$ cat src/rtl/core_seq.sv
`timescale 1ns/1ps
`default_nettype none
// ============================================================================
// Module   : core_seq
// Purpose  : Multi-cycle instruction sequencer. Walks each instruction
//            through FETCH -> DECODE -> (MEM) -> WB, keeps the PC and the
//            retired-instruction counter, and parks in a sticky HALT state
//            on ebreak, illegal instruction or handshake timeout.
// Ports    : sys_clk / sys_rst (async, active low)
//            ifu_req / ifu_valid / ifu_inst      - instruction fetch
//            inst, dec_*                         - decode feedback
//            dec_pc_wen / dec_pc_wdata           - branch / jump redirect
//            lsu_req / lsu_ack                   - load/store handshake
//            gpr_wen, pc, retire, instret,
//            halt, fault_code                    - commit and status
// Fault codes: 00 ebreak, 01 fetch timeout, 10 memory timeout, 11 illegal.
// Revision : 1.0 - initial release
// ============================================================================
module core_seq #(
    parameter int              XLEN     = 32,
    parameter logic [XLEN-1:0] PC_RESET = XLEN'(32'h8000_0000),
    parameter int              TIMEOUT  = 255,
    parameter int              CNT_W    = 64
) (
    input  logic             sys_clk,
    input  logic             sys_rst,
    output logic             ifu_req,
    input  logic             ifu_valid,
    input  logic [31:0]      ifu_inst,
    output logic [31:0]      inst,
    input  logic             dec_illegal,
    input  logic             dec_ebreak,
    input  logic             dec_mem,
    input  logic             dec_gpr_wen,
    input  logic             dec_pc_wen,
    input  logic [XLEN-1:0]  dec_pc_wdata,
    output logic             lsu_req,
    input  logic             lsu_ack,
    output logic             gpr_wen,
    output logic [XLEN-1:0]  pc,
    output logic             retire,
    output logic [CNT_W-1:0] instret,
    output logic             halt,
    output logic [1:0]       fault_code
);

    // Wide enough to hold TIMEOUT; the counter saturates so it never wraps
    // back into the timeout window.
    localparam int WAIT_W = (TIMEOUT > 1) ? $clog2(TIMEOUT + 1) : 1;
    localparam logic [WAIT_W-1:0] c_wait_last = WAIT_W'((TIMEOUT > 0) ? (TIMEOUT - 1) : 0);

    localparam logic [1:0] c_fault_ebreak  = 2'b00;
    localparam logic [1:0] c_fault_fetch   = 2'b01;
    localparam logic [1:0] c_fault_mem     = 2'b10;
    localparam logic [1:0] c_fault_illegal = 2'b11;

    typedef enum logic [2:0] {
        S_FETCH  = 3'd0,
        S_DECODE = 3'd1,
        S_MEM    = 3'd2,
        S_WB     = 3'd3,
        S_HALT   = 3'd4
    } state_t;

    state_t            r_state;
    state_t            w_state_next;
    logic [XLEN-1:0]   r_pc;
    logic [31:0]       r_inst;
    logic [CNT_W-1:0]  r_instret;
    logic [1:0]        r_fault;
    logic [1:0]        w_fault_next;
    logic [WAIT_W-1:0] r_wait;
    logic              w_retire;
    logic              w_timeout;

    // True during the last permitted wait cycle; a handshake in that same
    // cycle still wins because it is tested first below.
    assign w_timeout = (TIMEOUT > 0) && (r_wait == c_wait_last);

    always_comb begin
        w_state_next = r_state;
        w_fault_next = r_fault;
        w_retire     = 1'b0;
        case (r_state)
            S_FETCH: begin
                if (ifu_valid) begin
                    w_state_next = S_DECODE;
                end else if (w_timeout) begin
                    w_state_next = S_HALT;
                    w_fault_next = c_fault_fetch;
                end
            end
            S_DECODE: begin
                if (dec_illegal) begin
                    w_state_next = S_HALT;
                    w_fault_next = c_fault_illegal;
                end else if (dec_ebreak) begin
                    // ebreak counts as retired but never reaches WB, so the
                    // PC is left pointing at the ebreak itself.
                    w_state_next = S_HALT;
                    w_fault_next = c_fault_ebreak;
                    w_retire     = 1'b1;
                end else if (dec_mem) begin
                    w_state_next = S_MEM;
                end else begin
                    w_state_next = S_WB;
                end
            end
            S_MEM: begin
                if (lsu_ack) begin
                    w_state_next = S_WB;
                end else if (w_timeout) begin
                    w_state_next = S_HALT;
                    w_fault_next = c_fault_mem;
                end
            end
            S_WB: begin
                w_retire     = 1'b1;
                w_state_next = S_FETCH;
            end
            S_HALT: begin
                w_state_next = S_HALT;
            end
            default: begin
                w_state_next = S_HALT;
            end
        endcase
    end

    always_ff @(posedge sys_clk or negedge sys_rst) begin
        if (!sys_rst) begin
            r_state   <= S_FETCH;
            r_pc      <= PC_RESET;
            r_inst    <= '0;
            r_instret <= '0;
            r_fault   <= '0;
            r_wait    <= '0;
        end else begin
            r_state <= w_state_next;
            r_fault <= w_fault_next;
            if ((r_state == S_FETCH) && ifu_valid) begin
                r_inst <= ifu_inst;
            end
            if (r_state == S_WB) begin
                r_pc <= dec_pc_wen ? dec_pc_wdata : (r_pc + XLEN'(4));
            end
            if (w_retire) begin
                r_instret <= r_instret + CNT_W'(1);
            end
            // Any state change restarts the count, which covers every entry
            // into FETCH or MEM.
            if (w_state_next != r_state) begin
                r_wait <= '0;
            end else if (((r_state == S_FETCH) || (r_state == S_MEM)) && (r_wait != '1)) begin
                r_wait <= r_wait + WAIT_W'(1);
            end
        end
    end

    assign ifu_req    = (r_state == S_FETCH);
    assign lsu_req    = (r_state == S_MEM);
    assign halt       = (r_state == S_HALT);
    assign gpr_wen    = (r_state == S_WB) && dec_gpr_wen;
    assign retire     = w_retire;
    assign pc         = r_pc;
    assign inst       = r_inst;
    assign instret    = r_instret;
    assign fault_code = r_fault;

endmodule
`default_nettype wire
$ cat config.mk
export PLATFORM = sky130hd
export DESIGN_NAME = core_seq
export DESIGN_NICKNAME = d
export VERILOG_FILES = /design/src/rtl/core_seq.sv
export SDC_FILE = /design/constraint.sdc
export NUM_CORES = 1
export LEC_CHECK = 0
export ABC_CLOCK_PERIOD_IN_PS = 1970
export BUFFER_PORTS_ARGS = -buffer_cell sky130_fd_sc_hd__buf_4
export CAP_MARGIN = 20
export CORE_MARGIN = 2
export CORE_UTILIZATION = 49
export CTS_BUF_LIST = sky130_fd_sc_hd__clkbuf_8
export CTS_CLUSTER_SIZE = 20
export DETAILED_ROUTE_END_ITERATION = 8
export PLACE_DENSITY_LB_ADDON = 0.25
export SYNTH_ARGS = -nofsm -noshare
export SYNTH_HDL_FRONTEND = slang
export SYNTH_SLANG_ARGS = --single-unit
$ cat constraint.sdc
create_clock -name sys_clk -period 1.97 [get_ports sys_clk]
set_clock_uncertainty 0.2 [all_clocks]
set_input_delay 0.0985 -clock sys_clk [delete_from_list [all_inputs] [get_ports sys_clk]]
set_output_delay 0.0985 -clock sys_clk [all_outputs]
set_load 0.01 [all_outputs]
==> results.env <==
WORST-SLEW-PIN-TRANSITION_NS=0.4779
SETUP_FAILING_EPS_FINAL=31
PORT_BUFFERS=207
ASYNC_FLOP_SHARE=1.000
FINAL_NET_COUNT=1212
FLOORPLAN.DIE.HEIGHT_UM=124.5
NUMBER_OF_ANTENNA_VIOLATIONS_AT_THE_FIRST_CHECK_IN_GLOBAL_ROUTING=0
NUMBER_OF_PLACEMENT_ROWS=44
POST-ROUTE-DRC-COUNT=0
ROUTABILITYCONGESTION=0.8519
TNS_NS=-1.596
STDCELL_AREA_MM2=0.01185
GRT_PASS1_VIAS=7610
FIN_WORST_HOLD_SLACK_NS=0.1919
CP-END-KIND='register'
SYNTH_FF_TYPE='sky130_fd_sc_hd__dfrtp_1'
STDCELL_COUNT=1332
CRITICAL-PATH-TOP-CELL-BY-COUNT='sky130_fd_sc_hd__nand4_1'
MEAN_INSTANCE_SIZE_IN_THE_SYNTHESIZED_NETLIST_UM2=10.20
GLOBALROUTE.BUSIESTLAYER='met2'
RSZ0062_AT_GRT='true'
DRT_ITER0_MARKERS=666
SETUP.WORST_PATH.START_CLASS='register'
CTS_BUFFERS=17
NUM_IO_PINS=208
PLACE.DETAILED.HPWL_MM=14.66
TIMING.FINAL.MAX_SLEW_VIOLATIONS=0
CRITPATHARRIVALTIME_NS=2.25
OVERALL_GLOBAL_ROUTING_USAGE=0.3017
CRITICAL_PATH_PEAK_FANOUT=4
CRIT_PATH_CELL_TRACE='nand4_1 > nor4_4 > buf_4 > nand4_1 > nor4_2 > xor2_1'
HOLD-PATH-CELL-COUNT=5
POWER.SHARE.COMBINATIONAL=0.188
MET3_USAGE=0.05112
FIN_UTIL=0.8250
TIMING.CRITICAL_PATH.DEPTH=6
CHIPWIDTH_UM=124.5
POST_SYNTH_INST_COUNT=697
NETLIST_AREA_MM2=0.007112
GRT_PASS1_WL_MM=38.07
HOLD_CLASS='in2reg'
PRE_CTS_SLACK_NS=-0.1148
P_CLK_FRAC=0.341
ROUTE.VIAS.TOTAL=7579
CLOCKBUFFERDEPTH=2
GR-TOTAL-OVERFLOW=0
TIMING.FINAL.WS_SETUP_NS=-0.1245
TRITONCTS='built'
CRITICAL_PATH.SLOWEST_CELL='sky130_fd_sc_hd__dfrtp_1'
USE_MET2=0.5214
P_INT_mW=5.086
NUM-FILL-CELLS=769
WORSTSETUPPATHTYPE='reg2reg'
INITIAL_STANDARD_CELL_UTILIZATION_OF_THE_CORE=0.4949
DRT.ANTENNA.VIOLATING_NETS=0
POST-ROUTE-PERIOD-UTIL=1.063
PLACED_CELLS=1190
FINAL_HOLD_VIOL_COUNT=0
SWITCHINGPOWER_mW=1.920
TIMING.CRITICAL_PATH.SLOWEST_CELL_DELAY_NS=0.37
P_LEAK_nW=5.881
RELSLEWSLACK=0.6814
CLK_ROOT_BUFFER_CELL='sky130_fd_sc_hd__clkbuf_8'
RUN_STATUS='finished with violations'
POWERDENSITY_mW_PER_MM2=591.0
SYNTHTOLAYOUTAREAGROWTH_PCT=66.68
PLACE_AREA_MM2=0.009990
INSERTEDDIODECOUNT=0
COUNT_OF_WARNINGS_EMITTED_BY_YOSYS=0
POWER.TOTAL_mW=7.006
DESIGN.DIE.AREA_MM2=0.01549
SYNTH_SEQUENTIAL_AREA_RATIO=0.4963
GRT_START_MAX_NET_PINS=50
CTS_MAX_LEVEL=4
WORST_SETUP_HOLD_PATH_CLK_SLEW_NS=0.09
FF2FF_PATH_DEPTH=6
POST_ROUTE_CELLS_DRIVE_ABOVE_1_SHARE=0.4634
POWER.SWITCHING_FRACTION=0.2741
WORSTPATHREQUIRED_NS=2.12
SEQ_POWER_SHARE=0.471
DESIGN.CORE.AREA_MM2=0.01437
SYNTH_ENABLE_FLOP_CELLS=0
WL_MM=24.78
GLOBAL_ROUTE.USAGE.MET1=0.3707
FMAXACHIEVABLE_MHz=477.4
SYNTH_NETS=774
POST-ROUTE-MIN-PERIOD_NS=2.095
DRT-WIRELENGTH-PER-CELL_UM=18.60
NUM_CLOCK_SINKS=141
CAP_VIOL_MAX_COUNT=0
NETLIST-CELL-TYPE-COUNT=67
DRT-PASS1-ITER-COUNT=5
WORST_IR_DROP_VDD_mV=0.4730
CRITICAL_PATH_BUF_INV_COUNT=1
VIOLATIONS_IN_THE_FINAL_REPORTS='setup timing'
INSERTION_DELAY_OF_THE_LATER_CLOCKED_PIN_IN_THE_WORST_SKEW_PAIR_NS=0.45
SYNTH.FF_LATCH_COUNT=141
DETAIL_ROUTE.VIAS_PER_CELL=5.690
CRITICAL_PATH.TOP_DELAY_FAMILY='simple AND/OR/NAND/NOR gates'
path summary, 6_finish.rpt:
path | start | to | slack (ns)
hold / removal | dec_illegal | instret[6]$_DFFE_PN0P_ | 0.19
setup / recovery | instret[26]$_DFFE_PN0P_ | instret[42]$_DFFE_PN0P_ | -0.12
setup reg to reg | instret[26]$_DFFE_PN0P_ | instret[42]$_DFFE_PN0P_ | -0.12
max in group asynchronous | sys_rst | inst[30]$_DFFE_PN0P_ | 0.41
min in group asynchronous | sys_rst | inst[19]$_DFFE_PN0P_ | 0.49
hold reg to reg | instret[63]$_DFFE_PN0P_ | instret[63]$_DFFE_PN0P_ | 0.28
area by class of cell:
type / count / area (um2) / share of cell area
tap: 184 / 230.2 / 0.01942
inverter: 21 / 78.83 / 0.006650
multi-input combinational: 506 / 3880 / 0.3273
timing repair buffer: 448 / 3716 / 0.3135
clock inverter: 13 / 141.4 / 0.01193
sequential: 141 / 3546 / 0.2991
clock buffer: 19 / 261.5 / 0.02206
sequential cells by signal, summed over array words and instances, names as in the netlist:
name / cells
fault_code: 2
inst: 32
instret: 64
pc: 32
r_state: 3
r_wait: 8
layer usage:
metal / wire, um / vias to the layer above / share of wire
li1: - / 3405 / -
met2: 12710 / 373 / 0.51
met3: 1561 / 98 / 0.063
met5: 0 / - / 0
met1: 9659 / 3703 / 0.39
met4: 849 / 0 / 0.034
tightest hold or removal path: cells and delay by family:
| kind | cells | cell delay (ns) |
|---|---|---|
| simple gates | 1 | 0.08 |
| buf+inv | 2 | 0.27 |
| xor+xnor | 1 | 0.06 |
| compound gates | 1 | 0.30 |
synthesized netlist by cell type, types with 7 or more instances:
cell / number / area, um2
sky130_fd_sc_hd__and4_1: 9 / 78.83
sky130_fd_sc_hd__a21oi_1: 24 / 120.1
sky130_fd_sc_hd__mux2_2: 35 / 394.1
sky130_fd_sc_hd__nor4_1: 17 / 106.4
sky130_fd_sc_hd__xor2_1: 37 / 324.1
sky130_fd_sc_hd__and2_1: 7 / 43.79
sky130_fd_sc_hd__nor2_1: 47 / 176.4
sky130_fd_sc_hd__xnor2_1: 31 / 271.5
sky130_fd_sc_hd__nand4_1: 24 / 150.1
sky130_fd_sc_hd__nand3_1: 48 / 240.2
sky130_fd_sc_hd__clkbuf_1: 21 / 78.83
sky130_fd_sc_hd__dfrtp_1: 140 / 3503
sky130_fd_sc_hd__nor3_1: 35 / 175.2
sky130_fd_sc_hd__o21ai_0: 32 / 160.2
sky130_fd_sc_hd__and3_1: 16 / 100.1
sky130_fd_sc_hd__inv_1: 20 / 75.07
sky130_fd_sc_hd__nand2_1: 56 / 210.2
logic make-up (layout without fill, tap and decap cells):
group,after synthesis,after routing,synth area share
compound gates,93,93,0.08128
simple gates,299,300,0.2380
flops,141,141,0.4963
mux,41,41,0.06386
buf+inv,51,501,0.02973
xor+xnor,68,68,0.08374
fa+ha+maj,4,4,0.007038
power groups by stage:
stage | clock, mW | combinational, mW | sequential (mW)
3_3_place_gp | 0 | 1.13 | 3.33
4_1_cts | 2.39 | 1.27 | 3.28
5_1_grt | 2.55 | 1.41 | 3.33
2_1_floorplan | 0 | 0.343 | 3.46
3_5_place_dp | 0 | 1.15 | 3.34
6_report | 2.39 | 1.32 | 3.30
placed cells by master, fill, tap and decap left out, types with 4 or more instances in the layout:
master / synthesis / final
sky130_fd_sc_hd__and2_1: 7 / 4
sky130_fd_sc_hd__nand4_1: 24 / 24
sky130_fd_sc_hd__nor2_2: 0 / 4
sky130_fd_sc_hd__buf_4: 0 / 352
sky130_fd_sc_hd__nor4_1: 17 / 5
sky130_fd_sc_hd__and3_1: 16 / 16
sky130_fd_sc_hd__dfrtp_2: 0 / 13
sky130_fd_sc_hd__nor4_4: 3 / 15
sky130_fd_sc_hd__nand3_4: 1 / 7
sky130_fd_sc_hd__buf_6: 2 / 10
sky130_fd_sc_hd__buf_12: 0 / 5
sky130_fd_sc_hd__dlygate4sd3_1: 0 / 77
sky130_fd_sc_hd__mux2i_1: 6 / 5
sky130_fd_sc_hd__a21oi_1: 24 / 24
sky130_fd_sc_hd__clkbuf_8: 0 / 19
sky130_fd_sc_hd__nor4_2: 4 / 4
sky130_fd_sc_hd__clkinvlp_4: 0 / 6
sky130_fd_sc_hd__mux2_2: 35 / 35
sky130_fd_sc_hd__a31oi_1: 5 / 5
sky130_fd_sc_hd__or3_1: 6 / 6
sky130_fd_sc_hd__nor2b_1: 4 / 4
sky130_fd_sc_hd__nand2_1: 56 / 55
sky130_fd_sc_hd__dfrtp_1: 140 / 127
sky130_fd_sc_hd__and4_1: 9 / 6
sky130_fd_sc_hd__nor2_1: 47 / 41
sky130_fd_sc_hd__o21ai_0: 32 / 30
sky130_fd_sc_hd__xor2_1: 37 / 37
sky130_fd_sc_hd__nand3_1: 48 / 41
sky130_fd_sc_hd__o22ai_1: 4 / 4
sky130_fd_sc_hd__nor3_2: 4 / 12
sky130_fd_sc_hd__inv_1: 20 / 18
sky130_fd_sc_hd__xnor2_1: 31 / 31
sky130_fd_sc_hd__nor3_1: 35 / 18
sky130_fd_sc_hd__nor3_4: 0 / 9
timing repair:
item / 4_1_cts / 5_1_grt
buffers inserted: 4 / 26
hold buffers: 77 / 0
endpoints found under the setup margin: 27 / 90
endpoints found under the hold margin: 211 / 0
resized for setup: 35 / 44
gates cloned: 1 / 3
pin swaps: 18 / 25
Note: power is estimated with default switching activity, not from simulation.
